===== src/rtl/ca_code_nco.sv =====
// Code-rate NCO feeding the C/A code generator: half-chip enables, chip position mod 1023,
// and half-chip code-phase slew (advance inserts ticks, retard swallows natural ticks).
module ca_code_nco #(
    parameter int ACC_W  = 32,
    parameter int SLEW_W = 11
) (
    input  logic              clk,
    input  logic              rst,
    input  logic              en,
    input  logic [ACC_W-1:0]  freq_word,
    input  logic              freq_load,
    input  logic              slew_req,
    input  logic              slew_dir,
    input  logic [SLEW_W-1:0] slew_amt,
    output logic              caclki,
    output logic              caclkq,
    output logic [9:0]        chip_cnt,
    output logic              chip_wrap,
    output logic [ACC_W-1:0]  phase_out,
    output logic              slew_busy,
    output logic              slew_done,
    output logic [1:0]        slew_state
);

    typedef enum logic [1:0] {
        S_IDLE    = 2'd0,
        S_ADVANCE = 2'd1,
        S_RETARD  = 2'd2,
        S_DONE    = 2'd3
    } slew_state_t;

    slew_state_t       state_q;
    logic [ACC_W-1:0]  acc_q;
    logic [ACC_W-1:0]  freq_q;
    logic              carry_q;
    logic              h_q;
    logic [9:0]        chip_cnt_q;
    logic [SLEW_W-1:0] rem_q;
    logic              caclki_q;
    logic              caclkq_q;
    logic              chip_wrap_q;
    logic              slew_busy_q;
    logic              slew_done_q;

    logic [ACC_W:0]    sum_d;
    logic              carry_d;
    logic              emit_d;
    logic              emit_i_d;
    logic              last_chip_d;

    assign sum_d   = {1'b0, acc_q} + {1'b0, freq_q};
    assign carry_d = sum_d[ACC_W];

    // carry_q is the natural tick, one cycle behind the wrap; advance fills every gap, retard swallows it
    assign emit_d = (state_q == S_ADVANCE) ? 1'b1 :
                    (state_q == S_RETARD)  ? 1'b0 : carry_q;
    assign emit_i_d    = emit_d & ~h_q;
    assign last_chip_d = (chip_cnt_q == 10'd1022);

    always_ff @(posedge clk) begin
        if (rst) begin
            state_q     <= S_IDLE;
            acc_q       <= '0;
            freq_q      <= '0;
            carry_q     <= 1'b0;
            h_q         <= 1'b0;
            chip_cnt_q  <= '0;
            rem_q       <= '0;
            caclki_q    <= 1'b0;
            caclkq_q    <= 1'b0;
            chip_wrap_q <= 1'b0;
            slew_busy_q <= 1'b0;
            slew_done_q <= 1'b0;
        end else begin
            if (freq_load) begin
                freq_q <= freq_word;
            end
            if (en) begin
                acc_q       <= sum_d[ACC_W-1:0];
                carry_q     <= carry_d;
                caclki_q    <= emit_i_d;
                caclkq_q    <= emit_d & h_q;
                chip_wrap_q <= emit_i_d & last_chip_d;
                slew_done_q <= (state_q == S_DONE);
                if (emit_d) begin
                    h_q <= ~h_q;
                end
                if (emit_i_d) begin
                    chip_cnt_q <= last_chip_d ? 10'd0 : chip_cnt_q + 10'd1;
                end
                case (state_q)
                    S_IDLE: begin
                        if (slew_req) begin
                            rem_q <= slew_amt;
                            if (slew_amt == '0) begin
                                state_q <= S_DONE;
                            end else begin
                                slew_busy_q <= 1'b1;
                                state_q     <= slew_dir ? S_ADVANCE : S_RETARD;
                            end
                        end
                    end
                    S_ADVANCE: begin
                        if (!carry_q) begin
                            rem_q <= rem_q - SLEW_W'(1);
                            if (rem_q == SLEW_W'(1)) begin
                                slew_busy_q <= 1'b0;
                                state_q     <= S_DONE;
                            end
                        end
                    end
                    S_RETARD: begin
                        if (carry_q) begin
                            rem_q <= rem_q - SLEW_W'(1);
                            if (rem_q == SLEW_W'(1)) begin
                                slew_busy_q <= 1'b0;
                                state_q     <= S_DONE;
                            end
                        end
                    end
                    default: begin
                        state_q <= S_IDLE;
                    end
                endcase
            end else begin
                caclki_q    <= 1'b0;
                caclkq_q    <= 1'b0;
                chip_wrap_q <= 1'b0;
                slew_done_q <= 1'b0;
            end
        end
    end

    assign caclki     = caclki_q;
    assign caclkq     = caclkq_q;
    assign chip_cnt   = chip_cnt_q;
    assign chip_wrap  = chip_wrap_q;
    assign phase_out  = acc_q;
    assign slew_busy  = slew_busy_q;
    assign slew_done  = slew_done_q;
    assign slew_state = state_q;

endmodule


===== config.mk =====
export PLATFORM = sky130hd
export DESIGN_NAME = ca_code_nco
export DESIGN_NICKNAME = d
export VERILOG_FILES = /design/src/rtl/ca_code_nco.sv
export SDC_FILE = /design/constraint.sdc
export NUM_CORES = 1
export LEC_CHECK = 0
export ABC_AREA = 1
export CORE_MARGIN = 4
export CORE_UTILIZATION = 59
export CTS_CLUSTER_SIZE = 28
export DETAILED_ROUTE_END_ITERATION = 10
export GPL_TIMING_DRIVEN = 1
export PLACE_DENSITY = 0.87
export SETUP_SLACK_MARGIN = 0.5
export SLEW_MARGIN = 20
export SYNTH_ARGS = -nofsm -noshare
export SYNTH_HDL_FRONTEND = slang
export SYNTH_SLANG_ARGS = --single-unit
export TNS_END_PERCENT = 100

===== constraint.sdc =====
create_clock -name clk -period 2.85 [get_ports clk]
set_clock_uncertainty 0.05 [all_clocks]
set_input_delay 0.4275 -clock clk [delete_from_list [all_inputs] [get_ports clk]]
set_output_delay 0.4275 -clock clk [all_outputs]
set_load 0.01 [all_outputs]

Word-level counts from Yosys, hierarchy flattened
Cells that the tools add are included.
{"block": "op_classes", "add_sub_neg": 3, "multipliers": 0, "div": 0, "n_lt_le_gt_ge": 0, "eq_ne": 9, "shifts": 0, "n_mux": 20, "bitwise": 5, "n_reduce_logical": 9}
{"cell": "32-bit by 32-bit adder with 33-bit output", "count": 1}
{"cell": "11-bit two-way mux", "count": 3}
{"cell": "11-bit one-hot mux with 3 select lines", "count": 1}
{"cell": "2-bit two-way mux", "count": 6}
{"cell": "11-bit by 1-bit == test with 1-bit output (second input constant)", "count": 1}
{"cell": "11-bit logical NOT", "count": 1}
{"cell": "11-bit by 1-bit subtractor with 11-bit output (second input constant)", "count": 1}
{"cell": "10-bit by 1-bit adder with 10-bit output (second input constant)", "count": 1}
{"cell": "10-bit == test (second input constant)", "count": 1}
{"cell": "10-bit two-way mux", "count": 1}
{"cell": "2-bit != test (second input constant)", "count": 4}
{"cell": "1-bit two-way mux", "count": 7}
{"cell": "2-bit one-hot mux with 3 select lines", "count": 1}
{"cell": "6-bit AND reduction", "count": 1}
{"cell": "5-bit AND reduction", "count": 1}
{"cell": "2-bit == test (second input constant)", "count": 2}
{"cell": "2-bit AND reduction", "count": 2}
{"cell": "4-bit AND reduction", "count": 1}
{"cell": "1-bit AND", "count": 3}
{"cell": "1-bit one-hot mux with 3 select lines", "count": 1}
{"cell": "3-bit nonzero test", "count": 1}
{"cell": "2-bit by 1-bit == test with 1-bit output (second input constant)", "count": 1}
{"cell": "2-bit logical NOT", "count": 1}
{"cell": "1-bit NOT", "count": 2}
{"cell": "2-bit OR reduction", "count": 1}
{"block": "word_totals", "reg_bits": 94, "latchBits": 0, "mem_bits_rw": 0, "mem_bits_ro": 0, "input_bits": 49, "mem_count": 0}

Depth between registers and ports, before layout
{"block": "logic_depth", "word_depth": 5, "mapped_depth": 13, "ltp_nobuf": 13}

Least setup slack after synthesis
Ideal clock, no wire load.
{"block": "synth_timing", "path_type": "register -> register", "start": "register acc_q[0], in the netlist phase_out[0]", "end": "register acc_q[20], in the netlist phase_out[20]", "setup_time_ns": 0.109, "arrival_time_ns": 1.730, "t_required_ns": 2.691, "slack_ns": 0.961, "path_stages_with_launch": 13, "path_cell_list": "dfxtp_1 > ha_1 > fa_1 > nand3_1 > nand3_1 > nand3_1 > nand3_1 > nand3_1 > nand2_1 > nand2_1 > nand3_1 > nand2_1 > inv_1"}
{"block": "synth_between", "elab_chain_len": 1}
{"element": "from (decl)", "line_no": "33", "source": "logic [ACC_W-1:0] acc_q;"}
{"element": "from (signal assigned)", "line_no": "79", "source": "acc_q <= sum_d[ACC_W-1:0];"}
{"element": "32-bit by 32-bit adder with 33-bit output", "line_no": "51", "source": "assign sum_d = {1'b0, acc_q} + {1'b0, freq_q};"}
Every way passes these cells.
A chain may end at the register's enable or synchronous reset.

Final worst setup path
{"block": "layout_timing", "start": "register state_q[0], in the netlist slew_state[0]", "end": "register chip_cnt_q[9], in the netlist chip_cnt[9]"}
{"block": "layout_between", "elab_chain_len": 5}
{"element": "from (decl)", "line_no": "32", "source": "slew_state_t state_q;"}
{"element": "from (signal assigned)", "line_no": "99", "source": "state_q <= slew_dir ? S_ADVANCE : S_RETARD;"}
{"element": "2-bit == test", "line_no": "56", "source": "(state_q == S_RETARD) ? 1'b0 : carry_q;"}
{"element": "1-bit two-way mux", "line_no": "56"}
{"element": "1-bit two-way mux (*)", "line_no": "55", "source": "assign emit_d = (state_q == S_ADVANCE) ? 1'b1 :"}
{"element": "1-bit AND (*)", "line_no": "57", "source": "assign emit_i_d = emit_d & ~h_q;"}
{"element": "2-bit AND reduction (no line) (*)"}
{"element": "to (signal assigned)", "line_no": "89", "source": "chip_cnt_q <= last_chip_d ? 10'd0 : chip_cnt_q + 10'd1;"}
{"element": "to (decl)", "line_no": "37", "source": "logic [9:0] chip_cnt_q;"}
Mark *: on every way between the ends. The rest lies on a longest branch, timed or not.

==> flow_summary_export.csv <==
group,metric,value,unit
synth,syn_inst,1013,
sta,finalSetupTns,0,ns
die,fp.dieArea,12200,sq um
sta,maxSlewHeadroom,35.2,%
pwr,p_sw_share,35.3,%
die,die_h,111,microns
sta,hold_violations,0,
sta,rsz0062_at_grt,"no",
die,start_util,60.4,%
synth,synth_nets,1103,
pwr,pwr-share-clk,24.4,%
grt,grt_overflow,0,
synth,synth.most_common_cell,"nand2_1",
die,core_area,10300,sq um
synth,synthArstFlopShare,0,%
pwr,p_per_area,468,nW/um^2
cts,post_cts_buffers,0,
synth,yosysTopAreaCell,"dfxtp_1",
layout,antenna_cells,0,
cts,cts_buffer_depth,2,
synth,synth-seq-area-share,30.3,%
pwr,power.total,3490,uW
synth,muxShareOfSynthArea,0,%
grt,antenna_found_initial,0,
pwr,total_leakage_power,0.00383,uW
layout,drive_above_1_share,2.98,%
synth,yosys.area_share.adder,8.39,%
detailed_routing,vias_per_cell,5.17,
pwr,ir_worst_vdd,289,uV
synth,synthTopCellsByArea,"dfxtp_1 (30%), nand2_1 (17%), nor2_1 (11%)",
place,hpwl,12.2,mm
pwr,p_int,2260,uW
sta,setup_viol,0,
cts,clk_pin_slew_worst_paths,0.09,ns
cts,clkLatencyLatePin,0.38,ns
grt,grt_first_pass_wirelength,27.5,mm
layout,area_delta_synth_final,20.3,%
place,place.gp.congestion,0.963,
critical_path,path_delay_family,"simple AND/OR/NAND/NOR gates",
cts,htree_levels,3,
critical_path,critPathRequiredTime,3.06,ns
place,placed_cell_area,7270,sq um
detailed_routing,totalWireLength,16.2,mm
outcome,status,"completed",
sta,post-route-min-period,2.18,ns
detailed_routing,drc,0,
cts,cts_sinks,94,
synth,yosysUniqueCellTypes,39,
sta,tightest_slew,0.966,ns
critical_path,critPathMostFrequentCell,"nor2_1",
sta,fmax,459,MHz
synth,yosysTopAreaCellShare,30.3,%
synth,synth_commonest_cells,"nand2_1 (279), nor2_1 (180), inv_1 (151)",
critical_path,slowest_delay,0.44,ns
detailed_routing,dr.pass1.iters,5,
pwr,combinationalPowerShare,31.9,%
critical_path,endpoint_kind,"flop",
grt,grt_pass1_vias,6058,
critical_path,crit_chain,"inv_1, ha_1, o21bai_4, nand3_2, nor2_1, nand2_1, clkinv_2, nand3_1, xor2_1, nor2_1",
synth,synth_ff_type,"dfxtp_1",
synth,synthXorXnorAreaFrac,2.68,%
synth,synth-seq-cells,94,
detailed_routing,post_drt_wl_per_cell,13.0,microns
die,die_x,111,microns
layout,fillCellCount,937,
grt,grt_max_degree,37,
detailed_routing,drt_iter0_drc,454,
detailed_routing,routed-via-count,6431,
cts,numCtsBuffers,9,
cts,cts_tree,"yes",
worst_hold_path,hold_path.class,"reg -> reg",
critical_path,critPathLaunchType,"flop",
synth,synth_compound_gate_area_share,12.0,%
critical_path,cp_max_fo,11,
synth,synth_top_family_by_area,"simple AND/OR/NAND/NOR gates",
detailed_routing,ant_nets,0,
critical_path,worst_path_max_delay_cell,"dfxtp_1",
synth,avgSynthCellArea,6.13,sq um
place,numPortBuffers,97,
sta,post-route-period-util,76.4,%
die,row_count,37,
critical_path,worstPathArrival,2.38,ns
layout,postLayoutCellArea,7460,sq um
sta,drv_slew,0,
cts,root_buffer,"clkbuf_8",
layout,nets,1192,
pwr,p_seq_share,43.7,%
critical_path,worst-setup-path-type,"reg -> reg",
grt,grt_usage,26.5,%
synth,syn_area,6200,sq um
synth,synth-edff-count,0,
die,pin_count,98,
run,maxCapViolations,0,
synth,yosysWarnings,0,
critical_path,cp.buffers_inverters,2,
pwr,p_sw,1230,uW
synth,synthSimpleGateAreaFrac,35.5,%
final timing paths:
check | from | to | slack [ns] | cells after the start
max | slew_state[0]$_SDFFE_PP0P_ | chip_cnt[9]$_SDFFE_PP0P_ | 0.67 | 10
min | h_q$_SDFFE_PP0P_ | caclkq$_SDFF_PP0_ | 0.41 | 2
max reg2reg | slew_state[0]$_SDFFE_PP0P_ | chip_cnt[9]$_SDFFE_PP0P_ | 0.67 | 10
min reg2reg | h_q$_SDFFE_PP0P_ | caclkq$_SDFF_PP0_ | 0.41 | 2
power groups by stage:
stage	sequential, uW	clock, uW	combinational [uW]
2_1_floorplan	1560	0	726
3_3_place_gp	1550	0	1080
3_5_place_dp	1550	0	1100
4_1_cts	1520	873	1110
5_1_grt	1540	927	1260
6_report	1530	854	1110
layer usage:
metal | up-vias | wire length, microns | GRT usage [%]
met4 | 0 | 418 | 9.52
met2 | 209 | 7510 | 45.1
li1 | 3336 | - | -
met5 | - | 0 | 0.417
met3 | 38 | 1040 | 5.75
met1 | 2848 | 7210 | 32.8
sequential cells by signal (all words and copies together), names as in the netlist:
| register | count |
|---|---|
| chip_cnt | 10 |
| phase_out | 32 |
| carry_q | 1 |
| slew_state | 2 |
| freq_q | 32 |
| slew_done | 1 |
| caclki | 1 |
| h_q | 1 |
| slew_busy | 1 |
| chip_wrap | 1 |
| caclkq | 1 |
| rem_q | 11 |
timing repair:
item                                    CTS  global route
endpoints found under the setup margin    0             1
hold buffers                              0             0
resized for setup                         0             1
final cells by class:
cell class / count / area, sq um / share of cell area [%]
clock buffers: 12 / 155 / 2.08
clock inverters: 4 / 30.0 / 0.402
inverters: 155 / 583 / 7.81
multi-input cells: 740 / 3640 / 48.7
flip-flops and latches: 94 / 1880 / 25.2
well taps: 136 / 170 / 2.28
repair buffers: 102 / 1010 / 13.5
layout by cell type (no fill, tap or decap), types with 2 or more instances in the layout:
cell	n
ha_1	40
a31oi_1	2
nor3_1	6
clkdlybuf4s50_1	97
clkbuf_8	11
inv_1	150
a21oi_1	43
and2_1	2
o21ai_0	66
nand4_1	6
o21bai_1	4
o211ai_1	4
xor2_1	11
clkinv_2	2
a21oi_2	2
buf_4	5
nor2_1	180
inv_2	3
nor3b_1	2
nand3_2	2
xnor2_1	8
dfxtp_1	94
nor4_1	4
nand2_1	279
nand3_1	63
o21ai_1	2
o31ai_1	2
worst register-to-register path, delay by kind of cell (launching register included):
family          cells  cell delay [ns]
xor+xnor            1             0.17
buf+inv             2             0.19
fa+ha+maj           1             0.26
simple gates        5             0.76
compound gates      1             0.20
flops               1             0.44
cells by family (layout without fill, tap and decap cells):
logic type                 count (synthesis)  count (layout)
xor gates and xnor gates                  19              19
and+or+nand+nor                          547             547
buffers and inverters                    179             273
adders and majority gates                 41              41
AOI/OAI and AO/OA                        133             133
DFF                                       94              94
stage by stage:
step           hold slack [ns]  utilization [%]  setup WS, ns  instances
4_1_cts                  0.411             72.6         0.675       1243
3_5_place_dp             0.397             70.8         0.461       1227
2_1_floorplan            0.380                -         0.961       1013
3_3_place_gp             0.399             70.8         0.590       1227
5_1_grt                  0.429             72.6         0.517       1243
6_report                 0.408             72.6         0.671       1243
(Power assumes the default switching activity.)
